<file path="config.mk">
export PLATFORM = sky130hd
export DESIGN_NAME = uart_rx_frame
export DESIGN_NICKNAME = d
export VERILOG_FILES = /design/src/rtl/uart_rx_frame.sv
export SDC_FILE = /design/constraint.sdc
export NUM_CORES = 1
export LEC_CHECK = 0
export CORE_MARGIN = 5
export CORE_UTILIZATION = 35
export CTS_CLUSTER_SIZE = 10
export DETAILED_ROUTE_END_ITERATION = 16
export PLACE_DENSITY = 0.64
export SYNTH_ARGS = -nofsm -noshare
export SYNTH_HDL_FRONTEND = slang
export SYNTH_SLANG_ARGS = --single-unit
</file>
<file path="constraint.sdc">
create_clock -name CLOCK_50 -period 2.57 [get_ports CLOCK_50]
set_input_delay 0.771 -clock CLOCK_50 [delete_from_list [all_inputs] [get_ports CLOCK_50]]
set_output_delay 0.771 -clock CLOCK_50 [all_outputs]
set_load 0.01 [all_outputs]
</file>
<file path="src/rtl/uart_rx_frame.sv">
`timescale 1ns/1ps
// UART receiver: 8N1 frames, 16x oversampling, mid-bit sampling.
// Ports: CLOCK_50 clock, reset async active-low, RxIn serial line,
//   Enable receiver enable, DataOut last good byte, charRX byte strobe,
//   FrameError bad-stop strobe, Busy high while a frame is in progress.
module uart_rx_frame #(
    parameter int CLKS_PER_TICK = 27
) (
    input  logic       CLOCK_50,
    input  logic       reset,
    input  logic       RxIn,
    input  logic       Enable,
    output logic [7:0] DataOut,
    output logic       charRX,
    output logic       FrameError,
    output logic       Busy
);

    typedef enum logic [2:0] {
        S_IDLE,
        S_START,
        S_DATA,
        S_STOP,
        S_BREAK
    } state_t;

    localparam logic [7:0] DIV_LAST = 8'(CLKS_PER_TICK - 1);

    state_t     state;
    logic       rx_m;
    logic       rx_s;
    logic [7:0] div_cnt;
    logic       tick;
    logic [3:0] tick_cnt;
    // bit 3 is the done flag, so the 8th sample never aliases to bit 0
    logic [3:0] bit_cnt;
    logic [3:0] bit_nxt;
    logic [7:0] shreg;

    assign tick    = (div_cnt == DIV_LAST);
    assign bit_nxt = bit_cnt + 4'd1;

    always_ff @(posedge CLOCK_50 or negedge reset) begin
        if (!reset) begin
            rx_m <= 1'b1;
            rx_s <= 1'b1;
        end else begin
            rx_m <= RxIn;
            rx_s <= rx_m;
        end
    end

    always_ff @(posedge CLOCK_50 or negedge reset) begin
        if (!reset) begin
            state      <= S_IDLE;
            div_cnt    <= 8'd0;
            tick_cnt   <= 4'd0;
            bit_cnt    <= 4'd0;
            shreg      <= 8'h00;
            DataOut    <= 8'h00;
            charRX     <= 1'b0;
            FrameError <= 1'b0;
            Busy       <= 1'b0;
        end else begin
            charRX     <= 1'b0;
            FrameError <= 1'b0;
            div_cnt    <= tick ? 8'd0 : div_cnt + 8'd1;
            if (!Enable) begin
                state <= S_IDLE;
                Busy  <= 1'b0;
            end else begin
                unique case (state)
                    S_IDLE: begin
                        if (!rx_s) begin
                            // phase the divider to the detected edge
                            state    <= S_START;
                            Busy     <= 1'b1;
                            div_cnt  <= 8'd0;
                            tick_cnt <= 4'd0;
                        end
                    end
                    S_START: begin
                        if (tick) begin
                            if (tick_cnt == 4'd7) begin
                                if (rx_s) begin
                                    state <= S_IDLE;
                                    Busy  <= 1'b0;
                                end else begin
                                    state    <= S_DATA;
                                    tick_cnt <= 4'd0;
                                    bit_cnt  <= 4'd0;
                                end
                            end else begin
                                tick_cnt <= tick_cnt + 4'd1;
                            end
                        end
                    end
                    S_DATA: begin
                        if (tick) begin
                            tick_cnt <= tick_cnt + 4'd1;
                            if (tick_cnt == 4'd15) begin
                                shreg   <= {rx_s, shreg[7:1]};
                                bit_cnt <= bit_nxt;
                                if (bit_nxt[3]) begin
                                    state <= S_STOP;
                                end
                            end
                        end
                    end
                    S_STOP: begin
                        if (tick) begin
                            tick_cnt <= tick_cnt + 4'd1;
                            if (tick_cnt == 4'd15) begin
                                if (rx_s) begin
                                    DataOut <= shreg;
                                    charRX  <= 1'b1;
                                    state   <= S_IDLE;
                                    Busy    <= 1'b0;
                                end else begin
                                    FrameError <= 1'b1;
                                    state      <= S_BREAK;
                                end
                            end
                        end
                    end
                    S_BREAK: begin
                        // a held-low line must not look like a new start bit
                        if (rx_s) begin
                            state <= S_IDLE;
                            Busy  <= 1'b0;
                        end
                    end
                    default: begin
                        state <= S_IDLE;
                        Busy  <= 1'b0;
                    end
                endcase
            end
        end
    end

endmodule

</file>
==> results of run 1 <==
## routing by layer
metal  routed length [um]  GRT usage
met4                   50     0.0302
met1                 1690      0.140
met5                    0          0
met3                  202     0.0353
met2                 1680      0.168
## metrics by stage
| step | util | setup slack, ns | instances | hold WS, ns |
|---|---|---|---|---|
| after floorplan | - | 0.626 | 169 | 0.345 |
| after global placement | 0.403 | 0.111 | 256 | 0.346 |
| after detailed placement | 0.403 | 0.107 | 256 | 0.347 |
| after CTS | 0.419 | 0.373 | 264 | 0.360 |
| after global routing | 0.419 | 0.227 | 264 | 0.363 |
| final | 0.419 | 0.366 | 264 | 0.360 |
## layout make-up
cell class              count  area (um2)  area share
well taps                  72        90.1      0.0395
clock buffers               5        68.8      0.0302
inverters                   4        15.0     0.00659
clock inverters             3        18.8     0.00823
flip-flops and latches     40        1000       0.440
repair buffers             21         188      0.0823
multi-input cells         119         896       0.393
## synthesized netlist by cell type (all sizes together)
master / number
nand4: 3
mux2: 18
and2: 1
xnor2: 1
a32oi: 1
a211oi: 2
a221o: 1
nor2b: 3
a21o: 2
nor4: 1
dfstp: 2
ha: 4
and3b: 2
nor4bb: 2
nor3: 5
o2bb2ai: 2
clkbuf: 4
o311a: 1
a211o: 1
nor3b: 4
nand3b: 1
nor4b: 1
or2: 1
a2111o: 1
nand3: 10
buf: 2
inv: 4
and3: 6
or4b: 1
a21oi: 1
o211ai: 2
a31oi: 1
a22o: 2
o221ai: 2
nand2b: 3
xor2: 6
nand2: 6
o21ai: 3
nor2: 16
o21a: 1
mux2i: 1
dfrtp: 38
## cells by family after synthesis
kind of cell	after synthesis	synth area share
compound gates	23	0.0929
xor+xnor	7	0.0316
fa+ha+maj	4	0.0258
buf+inv	10	0.0206
flops	40	0.517
mux	19	0.110
simple gates	66	0.202
## layout by cell type (no fill, tap or decap), types with 2 or more instances in the layout
cell type / synthesis / routed
dfrtp_1: 38 / 38
mux2_2: 18 / 18
nor2_1: 16 / 16
clkdlybuf4s50_1: 0 / 13
nand3_1: 10 / 10
buf_4: 0 / 7
nand2_1: 6 / 6
xor2_1: 6 / 6
clkbuf_8: 0 / 5
nor3_1: 4 / 4
inv_1: 4 / 4
and3_1: 4 / 4
nor3b_1: 4 / 4
ha_1: 4 / 4
nor2b_1: 3 / 3
nand2b_1: 3 / 3
o21ai_0: 3 / 3
and3b_1: 2 / 2
and3_2: 2 / 2
o221ai_1: 2 / 2
o211ai_1: 2 / 2
o2bb2ai_1: 2 / 2
a22o_1: 2 / 2
a211oi_1: 2 / 2
nor4bb_1: 2 / 2
a21o_1: 2 / 2
nand4_1: 2 / 2
clkinv_2: 0 / 2
dfstp_2: 2 / 2
## power breakdown
| part | switching (W) | leakage, nW | internal [W] |
|---|---|---|---|
| clock network | 0.000229 | 0.0479 | 0.000189 |
| registers | 0.0000558 | 0.542 | 0.000670 |
| logic | 0.0000834 | 0.464 | 0.0000747 |
## state kept, by name, indices dropped and copies added (netlist names)
register	cells
Busy	1
DataOut	8
FrameError	1
bit_cnt	4
charRX	1
div_cnt	8
rx_m	1
rx_s	1
shreg	8
state	3
tick_cnt	4
## worst max path at each step
stage / slack [ns] / to / startpoint / cells past startpoint
global placement: 0.11 / shreg[6] / Enable / 6
global route: 0.23 / Busy / div_cnt[0] / 6
detailed placement: 0.11 / shreg[5] / Enable / 6
CTS: 0.37 / DataOut[3] / div_cnt[0] / 6
finish: 0.37 / Busy / div_cnt[0] / 6
floorplan: 0.63 / DataOut[0] / div_cnt[0] / 6
## critical path: cells and delay by family, from the launching register on
family	cells	cell delay [ns]
adders and majority gates	1	0.16
buffers and inverters	1	0.07
DFF	1	0.43
muxes	1	0.16
AOI/OAI and AO/OA	2	0.75
and+or+nand+nor	1	0.51
==> impl_metrics.py, run 1 <==
metrics = {
    "synthesis": {
        "ys_ff_latch": 40,
        "avgSynthCellArea_um2": 11.5,
        "synth_warnings": 0,
        "yosysTopAreaCellShare": 0.490,
        "yosys-top-cells-area": "dfrtp_1 (49%), mux2_2 (10%), nor2_1 (3.1%), dfstp_2 (2.7%), xor2_1 (2.7%)",
        "syn-num-nets": 177,
        "synth_cells": 169,
        "yosys.area.top_type": "dfrtp_1",
        "synth_seq_area_share": 0.517,
        "yosysUniqueCellTypes": 45,
        "synthesis.area_mm2": 0.00194,
    },
    "critical_path": {
        "required_ns": 2.75,
        "reg2reg_slack_ns": 0.37,
        "cp_slowest_cell": "or4b_4",
        "end_kind": "flop",
        "crit_path_cell_trace": "inv_1 > ha_1 > or4b_4 > a211oi_1 > o221ai_1 > mux2i_1",
        "r2r_cells": 6,
        "arrival_ns": 2.38,
        "worst_path_largest_cell_delay_ns": 0.51,
        "worstPathMaxFanout": 6,
        "r2r_end": "Busy",
        "r2r_start": "div_cnt[0]",
        "crit_type": "reg2reg",
        "start_kind": "flop",
    },
    "pwr": {
        "vdd_ir_drop_max_uv": 341,
        "power.leakage_nw": 1.05,
        "p_total_w": 0.00130,
        "p_per_area_mw_per_mm2": 571,
    },
    "clocking": {
        "cts_root_buf": "clkbuf_8",
        "post_cts_resized": 0,
        "ctsHoldBuffers": 0,
        "cts_inserted_buffers": 5,
        "ctsHtreeMaxLevel": 2,
        "cts_tree": "built",
        "cts_buffer_depth": 2,
        "worstSkewPairLatency_ns": 0.29,
        "cts_sinks": 40,
        "cts.reportedPaths.clkPinSlew_ns": 0.08,
        "cts_setup_buffers": 0,
    },
    "sta": {
        "setup-violations-final": 0,
        "slew_headroom": 0.640,
        "rsz0062_at_grt": "false",
        "slew_violations": 0,
        "max_freq_mhz": 454,
        "finalHoldViolations": 0,
        "tightest_slew_ns": 0.532,
        "fin_skew_ns": 0.00437,
        "fin_crit_ns": 2.20,
        "setup_tns_ns": 0,
        "post-route-period-util": 0.857,
    },
    "detailed_routing": {
        "dr.pass1.iters": 4,
        "ant_nets": 0,
        "route.detailed.drc": 0,
        "wl_per_cell_um": 13.7,
        "wl_um": 3620,
        "avgViaCountPerCell": 5.16,
        "drt_iter0_drc": 74,
        "num_vias": 1363,
    },
    "finish": {
        "diodes": 0,
        "drive_gt1_frac": 0.224,
        "design_area_mm2": 0.00228,
        "area_growth_pct": 17.5,
        "nNetsFinal": 199,
        "fillers": 534,
    },
    "grt": {
        "overflow": 0,
        "grt_use_total": 0.106,
        "grt_pass1_wl_um": 6120,
        "grt_pass1_vias": 1290,
        "antenna_found_initial": 0,
        "grt_max_degree": 23,
    },
    "hold_path": {
        "whs_path_depth": 0,
        "min_to": "rx_s",
        "min_from": "rx_m",
        "hp-class": "reg2reg",
    },
    "placement": {
        "gp_congestion": 0.846,
        "placed_cell_area_mm2": 0.00219,
        "dp_hpwl_um": 2630,
        "portBuffers": 14,
    },
    "run_status": {
        "status": "completed",
    },
    "die": {
        "die_x_um": 84.4,
        "dieArea_mm2": 0.00713,
        "die_h_um": 84.4,
        "rows": 27,
        "start_util": 0.357,
        "ios": 15,
        "core-area_mm2": 0.00544,
    },
    "run": {
        "drv_cap": 0,
    },
}
No activity file was read; power rests on OpenSTA's default activity.
==> run 2, diff against run 1 <==
Settings changed: CORE_ASPECT_RATIO from default to 1.25.
==> run 2 against run 1 <==
Clock skew is 0.0032 ns higher; largest cell class unchanged; sequential power hardly changed; first-iteration DRC count is 12% higher.
==> impl_metrics.py, run 2 (synthesis results as in run 1) <==
metrics = {
    "detailed_routing": {
        "dr.pass1.iters": 4,
        "ant_nets": 0,
        "wl_um": 3550,
        "route.met2.wl_um": 1830,
        "drt_iter0_drc": 83,
        "num_vias": 1365,
        "route.detailed.drc": 0,
        "wl_met1_um": 1610,
        "top_layer": "met4",
        "avgViaCountPerCell": 5.40,
        "wl_per_cell_um": 14.0,
        "met3RoutedLength_um": 80,
    },
    "hold_path": {
        "hp-class": "reg2reg",
        "whs_path_depth": 0,
    },
    "placement": {
        "dpl_worst_slack_ns": 0.0731,
        "portBuffers": 14,
        "gp_congestion": 0.817,
        "dp_hpwl_um": 2500,
        "placed_cell_area_mm2": 0.00216,
    },
    "finish": {
        "final_common_cell": "dfrtp_1",
        "final_core_util": 0.418,
        "diodes": 0,
        "layout_common_cells": "dfrtp_1 (38), mux2_2 (18), nor2_1 (16), clkdlybuf4s50_1 (13), nand3_1 (10)",
        "nNetsFinal": 196,
        "largestRegisters": "DataOut (8), div_cnt (8), shreg (8)",
        "drive_gt1_frac": 0.212,
        "area_growth_pct": 16.4,
        "design_area_mm2": 0.00226,
    },
    "clocking": {
        "worstSkewPairLatency_ns": 0.28,
        "cts_buffer_depth": 2,
        "ctsHtreeMaxLevel": 2,
        "post_cts_resized": 0,
        "cts_sinks": 40,
        "ctsHoldBuffers": 0,
        "cts.reportedPaths.clkPinSlew_ns": 0.08,
        "cts_inserted_buffers": 5,
        "cts_tree": "built",
        "cts_root_buf": "clkbuf_8",
        "cts_setup_buffers": 0,
    },
    "critical_path": {
        "cp_num_cells": 5,
        "start_kind": "primary input",
        "worstPathMaxFanout": 11,
        "required_ns": 2.75,
        "end_kind": "flop",
        "arrival_ns": 2.40,
        "cp_slowest_cell": "clkdlybuf4s50_1",
        "worst_path_largest_cell_delay_ns": 0.61,
        "r2r_cells": 6,
        "path_buf_inv": 2,
        "crit_type": "in2reg",
        "cp_top_family": "buffers and inverters",
        "crit_path_cell_trace": "clkdlybuf4s50_1 > nor4bb_1 > nand4_1 > buf_4 > mux2_2",
    },
    "grt": {
        "grt_pass1_wl_um": 6360,
        "grt_max_degree": 41,
        "grt_use_total": 0.106,
        "antenna_found_initial": 0,
        "grt_pass1_vias": 1425,
        "overflow": 0,
    },
    "sta": {
        "max_freq_mhz": 449,
        "rsz0062_at_grt": "false",
        "finalHoldViolations": 0,
        "post-route-period-util": 0.867,
        "fin_crit_ns": 2.23,
        "fin_skew_ns": 0.00756,
        "setup_ws_ns": 0.343,
        "setup_tns_ns": 0,
        "slew_violations": 0,
        "slew_headroom": 0.557,
        "tightest_slew_ns": 0.655,
        "setup-violations-final": 0,
    },
    "die": {
        "core-area_mm2": 0.00541,
        "die_h_um": 93.2,
        "rows": 30,
        "start_util": 0.359,
        "dieArea_mm2": 0.00714,
        "ios": 15,
        "die_x_um": 76.6,
    },
    "pwr": {
        "power.leakage_nw": 1.03,
        "vdd_ir_drop_max_uv": 261,
        "p_per_area_mw_per_mm2": 585,
    },
    "run_status": {
        "status": "completed",
    },
    "run": {
        "drv_cap": 0,
    },
}
[run 2: changes by cell type in the layout (fill, tap and decap cells not counted), sizes merged]
| cell | delta |
|---|---|
| clkinv | -3 |
| clkinvlp | +2 |
| clkbuf | +1 |
| buf | -3 |
[run 2: power breakdown]
group,internal [W],switching [W]
Clock,0.000217,0.000222
Combinational,0.0000722,0.0000829
Sequential,0.000670,0.0000556
Total,0.000960,0.000360
[run 2: final cells by class]
| class | instances | area (um2) |
|---|---|---|
| fill | 541 | 3150 |
| sequential | 40 | 1000 |
| multi-input combinational | 119 | 896 |
| timing repair buffer | 18 | 165 |
| clock buffer | 6 | 82.6 |
| tap | 64 | 80.1 |
| clock inverter | 2 | 15.0 |
| inverter | 4 | 15.0 |
[run 2: per-stage QoR]
step / hold slack (ns) / instances / total power, W
after detailed placement: 0.349 / 245 / 0.000895
after floorplan: 0.345 / 169 / 0.000838
after global routing: 0.367 / 253 / 0.00140
after CTS: 0.361 / 253 / 0.00134
final: 0.361 / 253 / 0.00132
after global placement: 0.345 / 245 / 0.000892
[run 2: worst paths after layout]
check / startpoint / endpoint / slack (ns)
worst max-delay path: Enable / shreg[6] / 0.34
worst max register to register: div_cnt[0] / DataOut[4] / 0.39
worst min-delay path: rx_m / rx_s / 0.36
worst min register to register: rx_m / rx_s / 0.36
max in group asynchronous: reset / rx_s / 1.68
min in group asynchronous: reset / DataOut[1] / 0.52
[run 2: routing by layer]
layer | global-route usage | vias up
met4 | 0.0350 | 0
met1 | 0.131 | 693
met2 | 0.184 | 11
met3 | 0.0241 | 4
li1 | - | 657
met5 | 0 | -
